**src/rtl/bios_mem_arbiter.sv**
```systemverilog
// -----------------------------------------------------------------------------
// bios_mem_arbiter
// Shares the single-port, synchronous-read BIOS memory between instruction
// fetch (IF) and data loads (D). At most one requester is granted per cycle;
// read data comes back one cycle after the grant, tagged to its owner.
// D normally wins a collision, but after MAX_STREAK consecutive D grants with a
// fetch waiting, IF is granted once so fetch cannot starve (MAX_STREAK = 0
// disables this and gives D strict priority).
//
// Optional feature: define BIOS_ARB_PERF_EN to add two performance counters.
//
// Ports
//   clk               clock, all state on the rising edge
//   rst               synchronous, active-low reset (rst == 0 resets)
//   if_req_i          fetch read request, held with if_addr_i until granted
//   if_addr_i         fetch word address
//   if_flush_i        discard the fetch response returning this cycle
//   if_gnt_o          fetch granted this cycle (combinational)
//   if_rvalid_o       fetch data valid on if_rdata_o
//   if_rdata_o        fetch read data (mem_rdata_i)
//   d_req_i           data load request, held with d_addr_i until granted
//   d_addr_i          data word address
//   d_gnt_o           data granted this cycle (combinational)
//   d_rvalid_o        load data valid on d_rdata_o
//   d_rdata_o         load read data (mem_rdata_i)
//   stall_if_o        fetch is requesting but denied this cycle
//   mem_en_o          memory read enable
//   mem_addr_o        memory word address
//   mem_rdata_i       memory output, valid one cycle after mem_en_o
//   perf_if_stall_o   (BIOS_ARB_PERF_EN) cycles with stall_if_o high
//   perf_d_grant_o    (BIOS_ARB_PERF_EN) number of D grants
// -----------------------------------------------------------------------------
module bios_mem_arbiter #(
  parameter int ADDR_W     = 12,
  parameter int MAX_STREAK = 4,
  parameter int CNT_W      = 32
) (
  input  logic              clk,
  input  logic              rst,
  input  logic              if_req_i,
  input  logic [ADDR_W-1:0] if_addr_i,
  input  logic              if_flush_i,
  output logic              if_gnt_o,
  output logic              if_rvalid_o,
  output logic [31:0]       if_rdata_o,
  input  logic              d_req_i,
  input  logic [ADDR_W-1:0] d_addr_i,
  output logic              d_gnt_o,
  output logic              d_rvalid_o,
  output logic [31:0]       d_rdata_o,
  output logic              stall_if_o,
  output logic              mem_en_o,
  output logic [ADDR_W-1:0] mem_addr_o,
  input  logic [31:0]       mem_rdata_i
`ifdef BIOS_ARB_PERF_EN
  ,
  output logic [CNT_W-1:0]  perf_if_stall_o,
  output logic [CNT_W-1:0]  perf_d_grant_o
`endif
);

  // A zero MAX_STREAK still needs a one-bit counter so the logic stays legal.
  localparam int STREAK_W = (MAX_STREAK > 0) ? $clog2(MAX_STREAK + 1) : 1;
  localparam logic [STREAK_W-1:0] STREAK_MAX = STREAK_W'(MAX_STREAK);

  typedef enum logic [1:0] {
    OWN_NONE = 2'd0,
    OWN_IF   = 2'd1,
    OWN_D    = 2'd2
  } owner_t;

  owner_t              owner_q, owner_d;
  logic [STREAK_W-1:0] streak_q, streak_d;
  logic                ifGnt, dGnt, fairTurn;

  // Owner tag of the read issued last cycle, plus the count of D grants that
  // have overtaken a waiting fetch.
  always_ff @(posedge clk) begin
    if (!rst) begin
      owner_q  <= OWN_NONE;
      streak_q <= '0;
    end else begin
      owner_q  <= owner_d;
      streak_q <= streak_d;
    end
  end

  // Grant selection and next owner/streak. Everything stays idle while reset
  // is asserted so no read is launched during reset.
  always_comb begin
    ifGnt    = 1'b0;
    dGnt     = 1'b0;
    owner_d  = OWN_NONE;
    streak_d = '0;
    fairTurn = (MAX_STREAK != 0) && (streak_q == STREAK_MAX);
    if (rst) begin
      // D wins a collision unless fetch has waited out its full streak.
      if (d_req_i && !(if_req_i && fairTurn)) begin
        dGnt = 1'b1;
      end else if (if_req_i) begin
        ifGnt = 1'b1;
      end
      if (dGnt) begin
        owner_d = OWN_D;
      end else if (ifGnt) begin
        owner_d = OWN_IF;
      end
      // The streak only grows while fetch is actually being overtaken.
      if (dGnt && if_req_i) begin
        streak_d = (streak_q >= STREAK_MAX) ? STREAK_MAX : streak_q + 1'b1;
      end
    end
  end

  assign if_gnt_o    = ifGnt;
  assign d_gnt_o     = dGnt;
  assign stall_if_o  = rst & if_req_i & ~ifGnt;
  assign mem_en_o    = ifGnt | dGnt;
  assign mem_addr_o  = !rst ? '0 : (dGnt ? d_addr_i : if_addr_i);
  // A read in flight when reset arrives never produces a response.
  assign if_rvalid_o = rst && (owner_q == OWN_IF) && !if_flush_i;
  assign d_rvalid_o  = rst && (owner_q == OWN_D);
  assign if_rdata_o  = mem_rdata_i;
  assign d_rdata_o   = mem_rdata_i;

`ifdef BIOS_ARB_PERF_EN
  logic [CNT_W-1:0] perf_if_stall_q, perf_d_grant_q;

  // Free-running event counters, wrapping naturally at 2^CNT_W.
  always_ff @(posedge clk) begin
    if (!rst) begin
      perf_if_stall_q <= '0;
      perf_d_grant_q  <= '0;
    end else begin
      if (stall_if_o) perf_if_stall_q <= perf_if_stall_q + 1'b1;
      if (dGnt)       perf_d_grant_q  <= perf_d_grant_q + 1'b1;
    end
  end

  assign perf_if_stall_o = perf_if_stall_q;
  assign perf_d_grant_o  = perf_d_grant_q;
`else
  logic [CNT_W-1:0] unused_cnt_w;
  assign unused_cnt_w = '0;
`endif

endmodule

```
**config.mk**
```make
export PLATFORM = sky130hd
export DESIGN_NAME = bios_mem_arbiter
export DESIGN_NICKNAME = d
export VERILOG_FILES = /design/src/rtl/bios_mem_arbiter.sv
export SDC_FILE = /design/constraint.sdc
export NUM_CORES = 1
export LEC_CHECK = 0
export CORE_UTILIZATION = 22
export CTS_CLUSTER_DIAMETER = 100
export DETAILED_ROUTE_END_ITERATION = 6
export HOLD_SLACK_MARGIN = 0.05
export PLACE_DENSITY = 0.84
export SYNTH_ARGS = -nofsm -noshare
export SYNTH_HDL_FRONTEND = slang
export SYNTH_SLANG_ARGS = --single-unit
```
**constraint.sdc**
```tcl
create_clock -name clk -period 2 [get_ports clk]
set_input_delay 0.3 -clock clk [delete_from_list [all_inputs] [get_ports clk]]
set_output_delay 0.3 -clock clk [all_outputs]
set_load 0.005 [all_outputs]
```
==> results_dict.tcl <==
set metrics [dict create \
    status "finished, final reports clean" \
    post_synth_num_cell_types 18 \
    grt_usage_pct 9.83 \
    firstDrtPassIters 3 \
    clock.fmax_mhz 524 \
    h-tree-depth 1 \
    post-place-cells 134 \
    dp_slack_ns -0.223 \
    hold_violations 0 \
    die_w_microns 64.5 \
    maxCapViolCount 0 \
    rows 22 \
    rr_worst_depth 8 \
    antenna_found_initial 0 \
    clk_latency_ns 0.22 \
    slew_headroom_pct 83.6 \
    grt_pass1_vias 577 \
    hold_buffers 0 \
    post_dp_cell_area_sq_um 913 \
    finClkSkew_ns 0.00245 \
    cp_max_fo 7 \
    antennaDiodeCount 0 \
    yosys.area_share.adder_pct 2.92 \
    synth_ff_type "dfxtp_1" \
    period_minus_slack_ns 1.91 \
    design_area_sq_um 1020 \
    finalNonFillerCells 146 \
    arrival_ns 1.61 \
    power_mw 0.444 \
    use_met2_pct 15.3 \
    period_share_pct 95.5 \
    drive_above_1_share_pct 32.7 \
    dp_hpwl_mm 1.41 \
    synth_compound_area_share_pct 15.6 \
    critPathKind "reg -> out" \
    nets 162 \
    core_sq_um 3690 \
    synthXorXnorAreaFrac_pct 0 \
    cts_buffer_depth 2 \
    syn_inst 103 \
    final_util_pct 27.6 \
    grt_pass1_wl_mm 3.00 \
    yosys.area_share.simple_pct 9.77 \
    grt_max_degree 8 \
    vias 573 \
    worstHoldPathCells 2 \
    leakage_nw 0.471 \
    worst_pin_slew_ns 0.246 \
    ios 143 \
    synth_nets 166 \
    cts_root_buf "clkbuf_8" \
    via_per_inst 3.92 \
    wl_per_cell_microns 13.6 \
    finalSetupViolCount 0 \
    cp.required_ns 1.70 \
    holdWs_ns 0.567 \
    ir_drop_uv 287 \
    maxSlewViolCount 0 \
    finalWirelength_mm 1.98 \
    syn_area_sq_um 858 \
    synth-async-reset-ratio_pct 0 \
    start_kind "flop" \
    power.density_nw_per_um2 436 \
    synth_top_family_by_area "buffers and inverters" \
    tns_ns 0 \
    ys_seq_area_share_pct 11.7 \
    clk_pin_slew_ns 0.04 \
    met3_usage_pct 2.99 \
    cts_tree "built" \
    endpoint_kind "primary output" \
    dieArea_sq_um 4160 \
    fin_ws_ns 0.0906 \
    initial_core_util_pct 23.3 \
    busiest_layer "met2" \
    synth_warnings 0 \
    synth_edf_count 0 \
    postRouteAntennaNets 0 \
    grtUsageMet1_pct 10.9 \
    area_growth_pct 18.8 \
    min_path_type "reg -> reg" \
    grt_overflow 0 \
    cts_made_buffers 3 \
    muxShareOfSynthArea_pct 0 \
    clock_sinks 5 \
    synth.avg_cell_area_sq_um 8.33 \
    synth-seq-cells 5 \
    drc 0 \
    die_h_microns 64.5 \
    rsz0062_at_grt "false" \
    drt_iter0_drc 8 \
    gp_congestion 0.599 \
    numPortBuffers 46 \
]
path summary, 6_finish.rpt:
check	start	to	slack (ns)
worst max register to register	streak_q[1]	streak_q[1]	0.48
worst min-delay path	streak_q[0]	streak_q[0]	0.57
worst max-delay path	streak_q[0]	mem_addr_o[5]	0.09
worst min register to register	streak_q[0]	streak_q[0]	0.57
synthesized netlist by cell type, types with 2 or more instances:
master | count | area [sq um]
dfxtp_1 | 5 | 100
a22o_1 | 12 | 105
inv_1 | 2 | 7.51
and2_1 | 3 | 18.8
buf_6 | 2 | 22.5
and3_1 | 2 | 12.5
buf_4 | 64 | 480
ha_1 | 2 | 25.0
nor2_1 | 2 | 7.51
registers in the layout, summed over array words and instances, names as in the netlist:
name,cells
owner_q,2
streak_q,3
where the power goes:
group	total (mW)	switching, mW	internal (mW)
logic	0.152	0.0467	0.106
clock network	0.186	0.0496	0.137
registers	0.106	0.00209	0.104
total	0.444	0.0984	0.346
kinds of logic (layout without fill, tap and decap cells):
kind of cell               Yosys count  after routing
AOI/OAI and AO/OA                   15             15
buffers and inverters               69             63
adders and majority gates            2              2
and+or+nand+nor                     12             13
DFF                                  5              5
cells in the final DEF (no fill, tap or decap), types with 2 or more instances in the layout:
| cell type | n |
|---|---|
| clkbuf_8 | 3 |
| clkbuf_2 | 9 |
| nor2_1 | 2 |
| and2_1 | 3 |
| and3_1 | 2 |
| inv_2 | 2 |
| dlygate4sd2_1 | 9 |
| a22o_1 | 12 |
| dfxtp_1 | 3 |
| buf_4 | 8 |
| clkdlybuf4s50_1 | 28 |
| dfxtp_2 | 2 |
| and3_4 | 2 |
layer usage:
metal / vias to the layer above / wire length, microns
met3: 29 / 194
li1: 272 / -
met2: 31 / 939
met1: 241 / 711
met5: - / 0
met4: 0 / 133
timing repair:
item	in CTS	in global routing
buffers inserted	6	0
gates resized for setup	38	9
cloned	2	0
pin swaps	3	0
setup endpoints to repair	16	9
critical path, cell delays in order, from the launching register on:
cell and delay (ns):
dfxtp_2 0.34, inv_2 0.05, ha_4 0.16, nand3_4 0.09, a21boi_4 0.06, buf_4 0.14, buf_12 0.12, a22o_1 0.16
dlygate4sd2_1 0.26
cell type report:
class | count | area, sq um
Fill cell | 418 | 2670
Sequential cell | 5 | 103
Clock buffer | 4 | 45.0
Timing Repair Buffer | 57 | 523
Inverter | 2 | 7.51
Multi-Input combinational cell | 30 | 282
Tap cell | 48 | 60.1
Note: power is estimated with default switching activity, not from simulation.
==> RTL change, RTL diff (same flow settings) <==
Build with the macro `BIOS_ARB_PERF_EN` defined.
--- a/src/rtl/bios_mem_arbiter.sv
+++ b/src/rtl/bios_mem_arbiter.sv
@@ -31,4 +31,6 @@
 //   perf_d_grant_o    (BIOS_ARB_PERF_EN) number of D grants
 // -----------------------------------------------------------------------------
+`define BIOS_ARB_PERF_EN
+
 module bios_mem_arbiter #(
   parameter int ADDR_W     = 12,
Formal check against the unedited RTL (old outputs only; new: perf_d_grant_o and perf_if_stall_o): equivalent (Yosys induction, for registers that start in step).
==> RTL change against the unedited design <==
- largest power group unchanged
- sequential cell count is 64 higher
- die area grew to 4.6 times the old value
- count of clock-buffer cells in the layout is 5 higher
- design area increased to 5.5 times the old value
- total power rose to 7.4 times the old value
- largest cell class is now multi-input combinational cells
- setup slack improved by 1.9 ps
- final cell count grew to 5.6 times the old value
- core utilization up 3.3 points
- register-to-register slack got worse by 360 ps
- the run now ends with design-rule violations left
- critical endpoint unchanged
- routed wire length grew to 5.8 times the old value
- area after synthesis grew to 4.8 times the old value
==> RTL change: results <==
set metrics [dict create \
    cts_root_buf "clkbuf_16" \
    p_leak_nw 2.000 \
    place_ws_ps -266.6 \
    nFillCells 1889 \
    wl_met3_um 745 \
    grt_pass1_vias 3679 \
    insertion_delay_ps 340 \
    grt_max_degree 29 \
    violations "design-rule violations" \
    status "finished with violations" \
    grt_first_pass_wirelength_um 18350 \
    area_delta_synth_final_pct 36.37 \
    drt-wirelength-per-cell_um 14.09 \
    globalplace.congestion 0.7778 \
    peakVddDrop_mv 0.4039 \
    worst_pin_slew_ps 375.3 \
    synthTopCellsByArea "dfxtp_1 (34%), buf_4 (12%), nand2_1 (5.7%)" \
    cts_buffers 9 \
    synth_nets 569 \
    synthTopCellsByCount "dfxtp_1 (69), buf_4 (65), nand2_1 (63)" \
    first_iter_violations 180 \
    drcViolationCount 16 \
    hp-class "in -> reg" \
    fin_skew_ps 10.74 \
    wl_met1_um 4990 \
    met2WireLength_um 5636 \
    drt_pass1_iterations 7 \
    swShare_pct 23.57 \
    drive_gt1_share_pct 16.81 \
    htreeDepth 3 \
]
-- RTL change: cell families (layout without fill, tap and decap cells) --
| logic type | count (synthesis) | in the layout | share of synthesized area (%) |
|---|---|---|---|
| buf+inv | 101 | 186 | 15.54 |
| xor+xnor | 18 | 18 | 3.832 |
| compound gates | 86 | 86 | 14.05 |
| fa+ha+maj | 4 | 4 | 1.217 |
| simple gates | 217 | 217 | 29.59 |
| flops | 69 | 69 | 33.58 |
| mux | 9 | 9 | 2.190 |
-- RTL change: power groups by stage --
stage / clock, W / combinational (W) / sequential [W]
after floorplan: 0 / 0.000204 / 0.00142
after global placement: 0 / 0.000274 / 0.00142
after detailed placement: 0 / 0.000278 / 0.00142
after CTS: 0.00167 / 0.000273 / 0.00139
after global routing: 0.00171 / 0.000303 / 0.00139
final: 0.00161 / 0.000276 / 0.00139
-- RTL change: layer usage --
layer / track usage, % / vias up
met5: 0 / -
met4: 4.327 / 0
met3: 3.660 / 21
met2: 20.22 / 122
met1: 14.06 / 1846
li1: - / 1927
-- RTL change: path summary, 6_finish.rpt --
kind | from | end | slack (ps) | cells past startpoint
max reg2reg | perf_d_grant_o[0] | perf_d_grant_o[28] | 120 | 6
min reg2reg | perf_d_grant_o[31] | perf_d_grant_o[31] | 470 | 2
min | rst | perf_if_stall_o[19] | 470 | 3
max | streak_q[1] | mem_addr_o[5] | 90 | 9
-- RTL change: final cells by class --
type                            count  share of cell area (%)
Multi-Input combinational cell    334                   37.89
Timing Repair Buffer              160                   26.32
Sequential cell                    69                   24.67
Tap cell                          229                   5.107
Clock buffer                        9                   4.014
Clock inverter                      7                   1.338
Inverter                           10                  0.6690
-- RTL change: per-stage QoR --
stage                     instance area [um2]  instances
after floorplan                          4114        504
after global placement                   5263        796
after detailed placement                 5263        796
after CTS                                5575        813
after global routing                     5610        818
final                                    5610        818
-- RTL change: critical path: stages (launching register included) --
cell and delay [ps]:
dfxtp_2 320, inv_2 60, ha_4 140, nand3_2 80
nand2_2 100, buf_12 130, buf_12 100, nand2_1 40
a21oi_1 150, clkbuf_2 140
-- RTL change: timing repair --
item / 4_1_cts / 5_1_grt
endpoints found under the setup margin: 15 / 15
setup buffers: 1 / 5
cloned: 0 / 0
resized for setup: 26 / 29
pin swaps: 1 / 4
